`src/rtl/regfile_mp.sv`:
```
// ---------------------------------------------------------------------------
// regfile_mp -- multi-port architectural register file with ROB-tag scoreboard
//
// Holds 32 architectural registers. Each register has an XLEN-bit value, the
// ROB tag of its youngest in-flight producer, and a ready bit. The rename stage
// marks destinations pending (tag + ready=0). The commit stage writes
// architectural data and clears the pending state when the committing tag is
// still the youngest producer. A mispredict flush marks every register ready
// again; tags are left as they are.
//
// Parameters:
//   XLEN       data width
//   ROB_ID_W   ROB tag width
//   DEC_PORTS  rename ports per cycle (index 0 oldest)
//   CMT_PORTS  commit ports per cycle (index 0 oldest)
//   RD_PORTS   rs1/rs2 read pairs per cycle
//
// Ports:
//   clk                      in   clock, state updates on posedge
//   rst_n                    in   asynchronous active-low reset
//   flush                    in   mispredict: drop renames, set all ready
//   dec_valid/rd/rob_id      in   rename requests (flattened per port)
//   cmt_valid/rd/rob_id/data in   commits (flattened per port)
//   rs1_addr, rs2_addr       in   source addresses (flattened per port)
//   rs1_data, rs2_data       out  source values
//   rs1_tag, rs2_tag         out  pending producer tag
//   rs1_ready, rs2_ready     out  1 = data valid, 0 = wait on tag
//
// Build option:
//   REGFILE_CMT_BYPASS_EN    when defined, reads forward same-cycle commit data
//                            whose tag matches the stored producer tag.
//                            When undefined, committed values appear on the
//                            cycle after the commit edge.
//
// Reads are combinational from registered state (plus optional bypass);
// renames performed on the current edge are not visible to reads.
// ---------------------------------------------------------------------------
module regfile_mp #(
    parameter int XLEN      = 32,
    parameter int ROB_ID_W  = 4,
    parameter int DEC_PORTS = 2,
    parameter int CMT_PORTS = 2,
    parameter int RD_PORTS  = 2
) (
    input  logic                          clk,
    input  logic                          rst_n,
    input  logic                          flush,
    input  logic [DEC_PORTS-1:0]          dec_valid,
    input  logic [DEC_PORTS*5-1:0]        dec_rd,
    input  logic [DEC_PORTS*ROB_ID_W-1:0] dec_rob_id,
    input  logic [CMT_PORTS-1:0]          cmt_valid,
    input  logic [CMT_PORTS*5-1:0]        cmt_rd,
    input  logic [CMT_PORTS*ROB_ID_W-1:0] cmt_rob_id,
    input  logic [CMT_PORTS*XLEN-1:0]     cmt_data,
    input  logic [RD_PORTS*5-1:0]         rs1_addr,
    input  logic [RD_PORTS*5-1:0]         rs2_addr,
    output logic [RD_PORTS*XLEN-1:0]      rs1_data,
    output logic [RD_PORTS*XLEN-1:0]      rs2_data,
    output logic [RD_PORTS*ROB_ID_W-1:0]  rs1_tag,
    output logic [RD_PORTS*ROB_ID_W-1:0]  rs2_tag,
    output logic [RD_PORTS-1:0]           rs1_ready,
    output logic [RD_PORTS-1:0]           rs2_ready
);

    localparam int REG_AW   = 5;
    localparam int NUM_REGS = 32;

    typedef struct packed {
        logic [XLEN-1:0]     data;
        logic [ROB_ID_W-1:0] tag;
        logic                ready;
    } rd_res_t;

    // Architectural state
    logic [XLEN-1:0]     data_r  [NUM_REGS];
    logic [ROB_ID_W-1:0] tag_r   [NUM_REGS];
    logic [NUM_REGS-1:0] ready_r;

    // Next-state and per-register decode of this cycle's ports
    logic [XLEN-1:0]     data_nxt_s  [NUM_REGS];
    logic [ROB_ID_W-1:0] tag_nxt_s   [NUM_REGS];
    logic [NUM_REGS-1:0] ready_nxt_s;
    logic [XLEN:0]       cmt_win_s   [NUM_REGS];   // {hit, data} of winning commit
    logic [ROB_ID_W:0]   dec_win_s   [NUM_REGS];   // {hit, tag} of winning rename
    logic [NUM_REGS-1:0] tag_hit_s;                // a commit carries the stored tag

    // Winning commit (highest valid port) targeting rd; rd 0 never matches.
    function automatic logic [XLEN:0] cmt_pick(input logic [REG_AW-1:0] rd);
        logic [XLEN:0] res;
        res = {(XLEN+1){1'b0}};
        for (int c = 0; c < CMT_PORTS; c++) begin
            res = (cmt_valid[c] && (rd != 5'd0) && (cmt_rd[c*REG_AW +: REG_AW] == rd))
                ? {1'b1, cmt_data[c*XLEN +: XLEN]} : res;
        end
        return res;
    endfunction

    // Winning rename (highest valid port) targeting rd; suppressed by flush.
    function automatic logic [ROB_ID_W:0] dec_pick(input logic [REG_AW-1:0] rd);
        logic [ROB_ID_W:0] res;
        res = {(ROB_ID_W+1){1'b0}};
        for (int d = 0; d < DEC_PORTS; d++) begin
            res = (!flush && dec_valid[d] && (rd != 5'd0) &&
                   (dec_rd[d*REG_AW +: REG_AW] == rd))
                ? {1'b1, dec_rob_id[d*ROB_ID_W +: ROB_ID_W]} : res;
        end
        return res;
    endfunction

    // True when any valid commit to rd carries the given (stored) tag.
    function automatic logic cmt_tag_match(input logic [REG_AW-1:0]   rd,
                                           input logic [ROB_ID_W-1:0] tag);
        logic hit;
        hit = 1'b0;
        for (int c = 0; c < CMT_PORTS; c++) begin
            hit = hit | (cmt_valid[c] && (rd != 5'd0) &&
                         (cmt_rd[c*REG_AW +: REG_AW] == rd) &&
                         (cmt_rob_id[c*ROB_ID_W +: ROB_ID_W] == tag));
        end
        return hit;
    endfunction

`ifdef REGFILE_CMT_BYPASS_EN
    // Highest-index commit to rd whose tag matches the stored producer tag.
    function automatic logic [XLEN:0] cmt_fwd(input logic [REG_AW-1:0]   rd,
                                              input logic [ROB_ID_W-1:0] tag);
        logic [XLEN:0] res;
        res = {(XLEN+1){1'b0}};
        for (int c = 0; c < CMT_PORTS; c++) begin
            res = (cmt_valid[c] && (rd != 5'd0) &&
                   (cmt_rd[c*REG_AW +: REG_AW] == rd) &&
                   (cmt_rob_id[c*ROB_ID_W +: ROB_ID_W] == tag))
                ? {1'b1, cmt_data[c*XLEN +: XLEN]} : res;
        end
        return res;
    endfunction
`endif

    // Source lookup: x0 is hard-wired, otherwise registered state (plus bypass).
    function automatic rd_res_t lookup(input logic [REG_AW-1:0] addr);
        rd_res_t res;
`ifdef REGFILE_CMT_BYPASS_EN
        logic [XLEN:0] fwd;
`endif
        if (addr == 5'd0) begin
            res.data  = {XLEN{1'b0}};
            res.tag   = {ROB_ID_W{1'b0}};
            res.ready = 1'b1;
        end else begin
            res.data  = data_r[addr];
            res.tag   = tag_r[addr];
            res.ready = ready_r[addr];
`ifdef REGFILE_CMT_BYPASS_EN
            fwd       = cmt_fwd(addr, tag_r[addr]);
            res.data  = fwd[XLEN] ? fwd[XLEN-1:0] : res.data;
            res.tag   = fwd[XLEN] ? {ROB_ID_W{1'b0}} : res.tag;
            res.ready = fwd[XLEN] ? 1'b1 : res.ready;
`endif
        end
        return res;
    endfunction

    // Per-register decode of the commit and rename ports.
    always_comb begin
        tag_hit_s = {NUM_REGS{1'b0}};
        for (int i = 0; i < NUM_REGS; i++) begin
            cmt_win_s[i]  = cmt_pick(5'(i));
            dec_win_s[i]  = dec_pick(5'(i));
            tag_hit_s[i]  = cmt_tag_match(5'(i), tag_r[i]);
        end
    end

    // Next-state: commit writes data, rename overrides commit for ready,
    // flush forces every register ready. x0 stays at its reset value.
    always_comb begin
        ready_nxt_s = {NUM_REGS{1'b1}};
        for (int i = 0; i < NUM_REGS; i++) begin
            data_nxt_s[i] = data_r[i];
            tag_nxt_s[i]  = tag_r[i];
            if (i == 0) begin
                data_nxt_s[i]  = {XLEN{1'b0}};
                tag_nxt_s[i]   = {ROB_ID_W{1'b0}};
                ready_nxt_s[i] = 1'b1;
            end else begin
                data_nxt_s[i] = cmt_win_s[i][XLEN] ? cmt_win_s[i][XLEN-1:0] : data_r[i];
                tag_nxt_s[i]  = dec_win_s[i][ROB_ID_W] ? dec_win_s[i][ROB_ID_W-1:0]
                                                       : tag_r[i];
                if (flush) begin
                    ready_nxt_s[i] = 1'b1;
                end else if (dec_win_s[i][ROB_ID_W]) begin
                    ready_nxt_s[i] = 1'b0;
                end else if (tag_hit_s[i]) begin
                    ready_nxt_s[i] = 1'b1;
                end else begin
                    ready_nxt_s[i] = ready_r[i];
                end
            end
        end
    end

    // Architectural state register with asynchronous reset.
    always_ff @(posedge clk or negedge rst_n) begin
        if (!rst_n) begin
            for (int i = 0; i < NUM_REGS; i++) begin
                data_r[i] <= {XLEN{1'b0}};
                tag_r[i]  <= {ROB_ID_W{1'b0}};
            end
            ready_r <= {NUM_REGS{1'b1}};
        end else begin
            for (int i = 0; i < NUM_REGS; i++) begin
                data_r[i] <= data_nxt_s[i];
                tag_r[i]  <= tag_nxt_s[i];
            end
            ready_r <= ready_nxt_s;
        end
    end

    // Combinational source reads for every read pair.
    always_comb begin
        rd_res_t r1;
        rd_res_t r2;
        rs1_data  = {(RD_PORTS*XLEN){1'b0}};
        rs2_data  = {(RD_PORTS*XLEN){1'b0}};
        rs1_tag   = {(RD_PORTS*ROB_ID_W){1'b0}};
        rs2_tag   = {(RD_PORTS*ROB_ID_W){1'b0}};
        rs1_ready = {RD_PORTS{1'b0}};
        rs2_ready = {RD_PORTS{1'b0}};
        for (int p = 0; p < RD_PORTS; p++) begin
            r1 = lookup(rs1_addr[p*REG_AW +: REG_AW]);
            r2 = lookup(rs2_addr[p*REG_AW +: REG_AW]);
            rs1_data[p*XLEN +: XLEN]         = r1.data;
            rs1_tag[p*ROB_ID_W +: ROB_ID_W]  = r1.tag;
            rs1_ready[p]                     = r1.ready;
            rs2_data[p*XLEN +: XLEN]         = r2.data;
            rs2_tag[p*ROB_ID_W +: ROB_ID_W]  = r2.tag;
            rs2_ready[p]                     = r2.ready;
        end
    end

endmodule
```
`config.mk`:
```
export PLATFORM = sky130hd
export DESIGN_NAME = regfile_mp
export DESIGN_NICKNAME = d
export VERILOG_FILES = /design/src/rtl/regfile_mp.sv
export SDC_FILE = /design/constraint.sdc
export NUM_CORES = 2
export LEC_CHECK = 0
export CORE_MARGIN = 2
export CORE_UTILIZATION = 60
export CTS_BUF_LIST = sky130_fd_sc_hd__clkbuf_4 sky130_fd_sc_hd__clkbuf_8 sky130_fd_sc_hd__clkbuf_16
export CTS_CLUSTER_SIZE = 12
export DETAILED_ROUTE_END_ITERATION = 6
export PLACE_DENSITY_LB_ADDON = 0.12
export SYNTH_ARGS = -nofsm -noshare
export SYNTH_HDL_FRONTEND = slang
export SYNTH_SLANG_ARGS = --single-unit
```
`constraint.sdc`:
```
create_clock -name clk -period 3 [get_ports clk]
set_clock_uncertainty 0.1 [all_clocks]
set_input_delay 0.6 -clock clk [delete_from_list [all_inputs] [get_ports clk]]
set_output_delay 0.6 -clock clk [all_outputs]
set_load 0.05 [all_outputs]
```
Word-level counts from Yosys, hierarchy flattened
Index checks and enable logic that the tools add are counted.
Word-level totals
  word-level logic and storage cells: 799
  output and inout bits: 148
  flip-flop bits (word level): 1147
  bits of input ports: 127
Cells by class
  reduce and logical (&&, ||, !) cells: 224
  magnitude comparators: 8
  equal/unequal tests: 186
  bitwise operators: 35
  muxes and demuxes: 253
Operators by type and width (number)
  $mux 33: 62
  $bmux 32 s5: 4
  $eq 5x5->1 const B: 64
  $mux 5: 62
  $mux 32: 8
  $eq 4x4->1: 62
  $logic_and 1x1->1: 188
  $eq 5x4->1 const B: 32
  $mux 37: 4
  $mux 1: 97
  $reduce_bool 3->1: 31
  $bmux 4 s5: 4
  $eq 5x3->1 const B: 16
  $eq 5x2->1 const B: 8
  $mux 4: 8
  $or 1x1->1: 31
  $ge 6x6->1 const B: 4
  $lt 5x6->1 const B: 4
  $not 5->6: 4
  $bmux 1 s5: 4
  $eq 5x1->1 const B: 4
  $logic_not 5->1: 4
  $logic_not 1->1: 1

Logic depth before layout (Yosys ltp)
  word-level depth: 7
  depth in mapped cells: 9
  depth with buffers taken out: 5

Worst setup path before layout
Ideal clock, no wire load.
  path type: in2out
  from: in rs1_addr[0]
  to: out rs1_tag[0]
  slack: -0.598 ns
  data arrival time: 2.898 ns
  required time: 2.300 ns
  path buffers: 5
  cell stages on the path: 9
  cell sequence: buf_4 -> buf_4 -> buf_4 -> buf_4 -> buf_2 -> a22oi_1 -> o221ai_1 -> nand2_1 -> o21ai_0
On the way
  word-level cells in the longest chain between the ends: 5
  elaborated cells on any way between the ends: 6
  those cells by class: 4 x mux; 1 x bitwise; 1 x reduce/logical
RTL lines
  start: declaration: line 55  | input logic [RD_PORTS*5-1:0] rs1_addr,
  $not 5->6 (not written as such): line 151  | res.tag = tag_r[addr];
  $bmux 4 s5: line 151
  $mux 4 (not written as such) (2 in series): line 151
  $mux 37 *: line 145  | if (addr == 5'd0) begin
  end: declaration: line 59  | output logic [RD_PORTS*ROB_ID_W-1:0] rs1_tag,
Mark *: on every way between the ends. The rest lies on a longest branch, timed or not. The select of a mux whose other input is x is not followed.

Worst setup path after layout
  from: reg ready_r[21]
  to: out rs1_ready[0]
On the way
  word-level cells in the longest chain between the ends: 3
RTL lines
  start: declaration: line 77  | logic [NUM_REGS-1:0] ready_r;
  start signal: assignment: line 208  | ready_r <= {NUM_REGS{1'b1}};
  start signal: assignment: line 214  | ready_r <= ready_nxt_s;
  $bmux 1 s5: line 152  | res.ready = ready_r[addr];
  $mux 1 (not written as such): line 152
  $mux 37: line 145
  end: declaration: line 61  | output logic [RD_PORTS-1:0] rs1_ready,
No other way between the ends. The select of a mux whose other input is x is not followed.

==> impl_metrics.tcl <==
set metrics [dict create \
    outcome "complete, but fails checks" \
    violations "design-rule violations, negative setup slack" \
    numCtsBuffers 139 \
    synth_common_cells "1450 x mux2i_1, 1116 x dfrtp_1, 888 x mux4_2, 854 x nand2_1, 780 x o21ai_0" \
    synth_flop_cell "dfrtp_1" \
    drt-total-wl_microns 439000 \
    r2r_slack_ns 1.19 \
    period_share_pct 112 \
    start_util_pct 60.5 \
    grt_use_total_pct 54.5 \
    worst-setup-path-type "flop to primary output" \
    syn_to_final_growth_pct 25.7 \
    cts.sinks 1147 \
    netlist_area_sq_um 93300 \
    timing.setup.tns_ns -29.56 \
    drive_above_1_share_pct 34.7 \
    ctsLongestPathBuffers 3 \
    design_power_total_mw 72.4 \
    root_buffer "clkbuf_16" \
    dieArea_sq_um 159000 \
    switchingPower_mw 26.8 \
    synthTopCellsByArea "dfrtp_1 30%, mux4_2 21%, mux2i_1 16%" \
    num_vias 90800 \
    comb_power_share_pct 38.6 \
    layout.nets 9731 \
    r2r_start "tag_r[41]" \
    rsz0062_at_grt "yes" \
    grt_pass1_wl_microns 622000 \
    yosys_warnings 0 \
    postRouteAntennaNets 0 \
    power.density_nw_per_um2 617 \
    die_y_microns 398 \
    endpoint_kind "primary output" \
    insertion_delay_ns 0.82 \
    holdWs_ns 0.213 \
    post_dp_cell_area_sq_um 108000 \
    final_max_slew_viol_count 0 \
    dpl.hpwl_microns 282000 \
    antenna_found_initial 21 \
    swShare_pct 37.1 \
    core_sq_um 154000 \
    synth_top_area_share_pct 29.9 \
    tritoncts "built" \
    rr_endpoint "ready_r[21]" \
    drv_cap 0 \
    die_w_microns 398 \
    period_minus_slack_ns 3.37 \
    cp_max_fo 5 \
    fin_area_sq_um 117000 \
    ioPinCount 275 \
    htreeDepth 4 \
    drtIter0Drc 13600 \
    drc 12 \
    synth_cell_type_count 58 \
    num_rows 144 \
    clk_pin_slew_ns 0.06 \
    final_hold_viol_count 0 \
    required_ns 2.30 \
    grt_overflow 0 \
    grt_max_degree 121 \
    synth_top_area_cell "dfrtp_1" \
    synthCells 9061 \
    via_per_inst 7.71 \
    ir_drop_mv 0.621 \
    reg2reg_depth 6 \
    worstHoldPathType "input pin to async pin" \
    power.share.clock_pct 25.9 \
    synth_nets 9188 \
    drt-wirelength-per-cell_microns 37.3 \
    synth_edf_count 0 \
    firstDrtPassIters 7 \
    yosysMostFrequentCell "mux2i_1" \
    ys_seq_area_share_pct 30.8 \
    finalWeightedCongestion 1.03 \
    async_flop_share_pct 100 \
    maxSlewHeadroom_pct 24.4 \
    internal_power_mw 45.5 \
    seqPwrFrac_pct 35.5 \
    portBuffers 274 \
    setup_viol 148 \
    cellLeakagePower_nw 50.4 \
    worst_pin_slew_ns 1.12 \
    synth.avg_cell_area_sq_um 10.3 \
    crit_arrival_ns 2.67 \
    max_freq_mhz 297 \
    synth.ff_latch_count 1147 \
    fin_ws_ns -0.367 \
    grt_pass1_vias 87800 \
    start_kind "flop" \
]
==> registers in the layout, indices dropped and copies added, names as in the netlist <==
| name | flops |
|---|---|
| data_r | 992 |
| tag_r | 124 |
| ready_r | 31 |
==> layer usage <==
| layer | up-vias | track usage, % | wire length (microns) |
|---|---|---|---|
| met5 | - | 0.303 | 258 |
| met4 | 32 | 42.6 | 44000 |
| met3 | 2704 | 23.1 | 71500 |
| met2 | 8623 | 75.9 | 180000 |
| met1 | 44100 | 66.5 | 144000 |
| li1 | 35300 | - | - |
==> stage by stage <==
step | utilization, % | setup slack (ns) | std cells
2_1_floorplan | - | 0.0128 | 9061
3_3_place_gp | 69.8 | -0.892 | 11300
3_5_place_dp | 69.8 | -0.887 | 11300
4_1_cts | 75.1 | -0.330 | 11700
5_1_grt | 76.0 | -0.392 | 11800
6_report | 76.1 | -0.367 | 11800
==> cell families (layout without fill, tap and decap cells) <==
kind of cell | after synthesis | in the layout | synth area share, %
xor+xnor | 248 | 248 | 2.33
other cells | 0 | 12 | 0
simple gates | 1752 | 1752 | 7.61
buf+inv | 1091 | 1745 | 4.97
compound gates | 2229 | 2229 | 14.2
flops | 1147 | 1147 | 30.8
mux | 2594 | 2594 | 40.1
==> layout by cell type (no fill, tap or decap), types with 136 or more instances in the layout <==
cell	synthesis	routed
mux2i_1	1450	1436
dfrtp_1	1116	991
mux4_2	888	888
buf_4	50	810
nand2_1	854	793
a21oi_1	736	723
nor2_1	711	695
o21ai_0	780	492
buf_12	0	418
a22o_1	288	288
mux2_2	256	256
clkbuf_16	0	150
a22oi_1	143	141
xnor2_1	136	136
==> worst max-delay path, cell delays in order, from the launching register on <==
cell and delay [ns]:
dfstp_2 0.41, mux4_2 0.47, mux2i_1 0.18, buf_4 0.20, o21ai_2 0.06, a21oi_2 0.18, buf_4 0.15, a21oi_4 0.04
buf_6 0.16
==> cell type report <==
type                    instances  area (sq um)
well taps                    2044          2560
fillers                     10300         36900
flip-flops and latches       1147         28900
clock inverters                59           961
clock buffers                 193          4050
repair buffers               1492         18200
inverters                       1          3.75
multi-input cells            6823         62600
diodes                         12          30.0
==> worst max path at each step <==
stage | start | endpoint | slack, ns
floorplan | rs1_addr[5] | rs1_data[34] | 0.01
CTS | ready_r[21] | rs1_ready[0] | -0.33
detailed placement | rs2_addr[5] | rs2_data[61] | -0.89
finish | ready_r[21] | rs1_ready[0] | -0.37
global placement | rs2_addr[5] | rs2_data[61] | -0.89
global route | ready_r[19] | rs1_ready[0] | -0.39
==> timing repair <==
item	4_1_cts	5_1_grt
resized for setup	538	175
buffers inserted	140	67
hold endpoints to repair	204	0
endpoints found under the setup margin	148	148
hold buffers	1	0
pin swaps	325	106
gates cloned	16	11
==> power by group through the flow <==
stage          Clock [mW]  Sequential [mW]  Combinational (mW)
3_5_place_dp            0             25.5                25.1
3_3_place_gp            0             25.1                24.4
2_1_floorplan           0             23.1                17.9
6_report             18.7             25.7                27.9
5_1_grt              19.3             26.1                29.2
4_1_cts              18.7             25.2                26.6
Power figures use the tool's default switching activity.
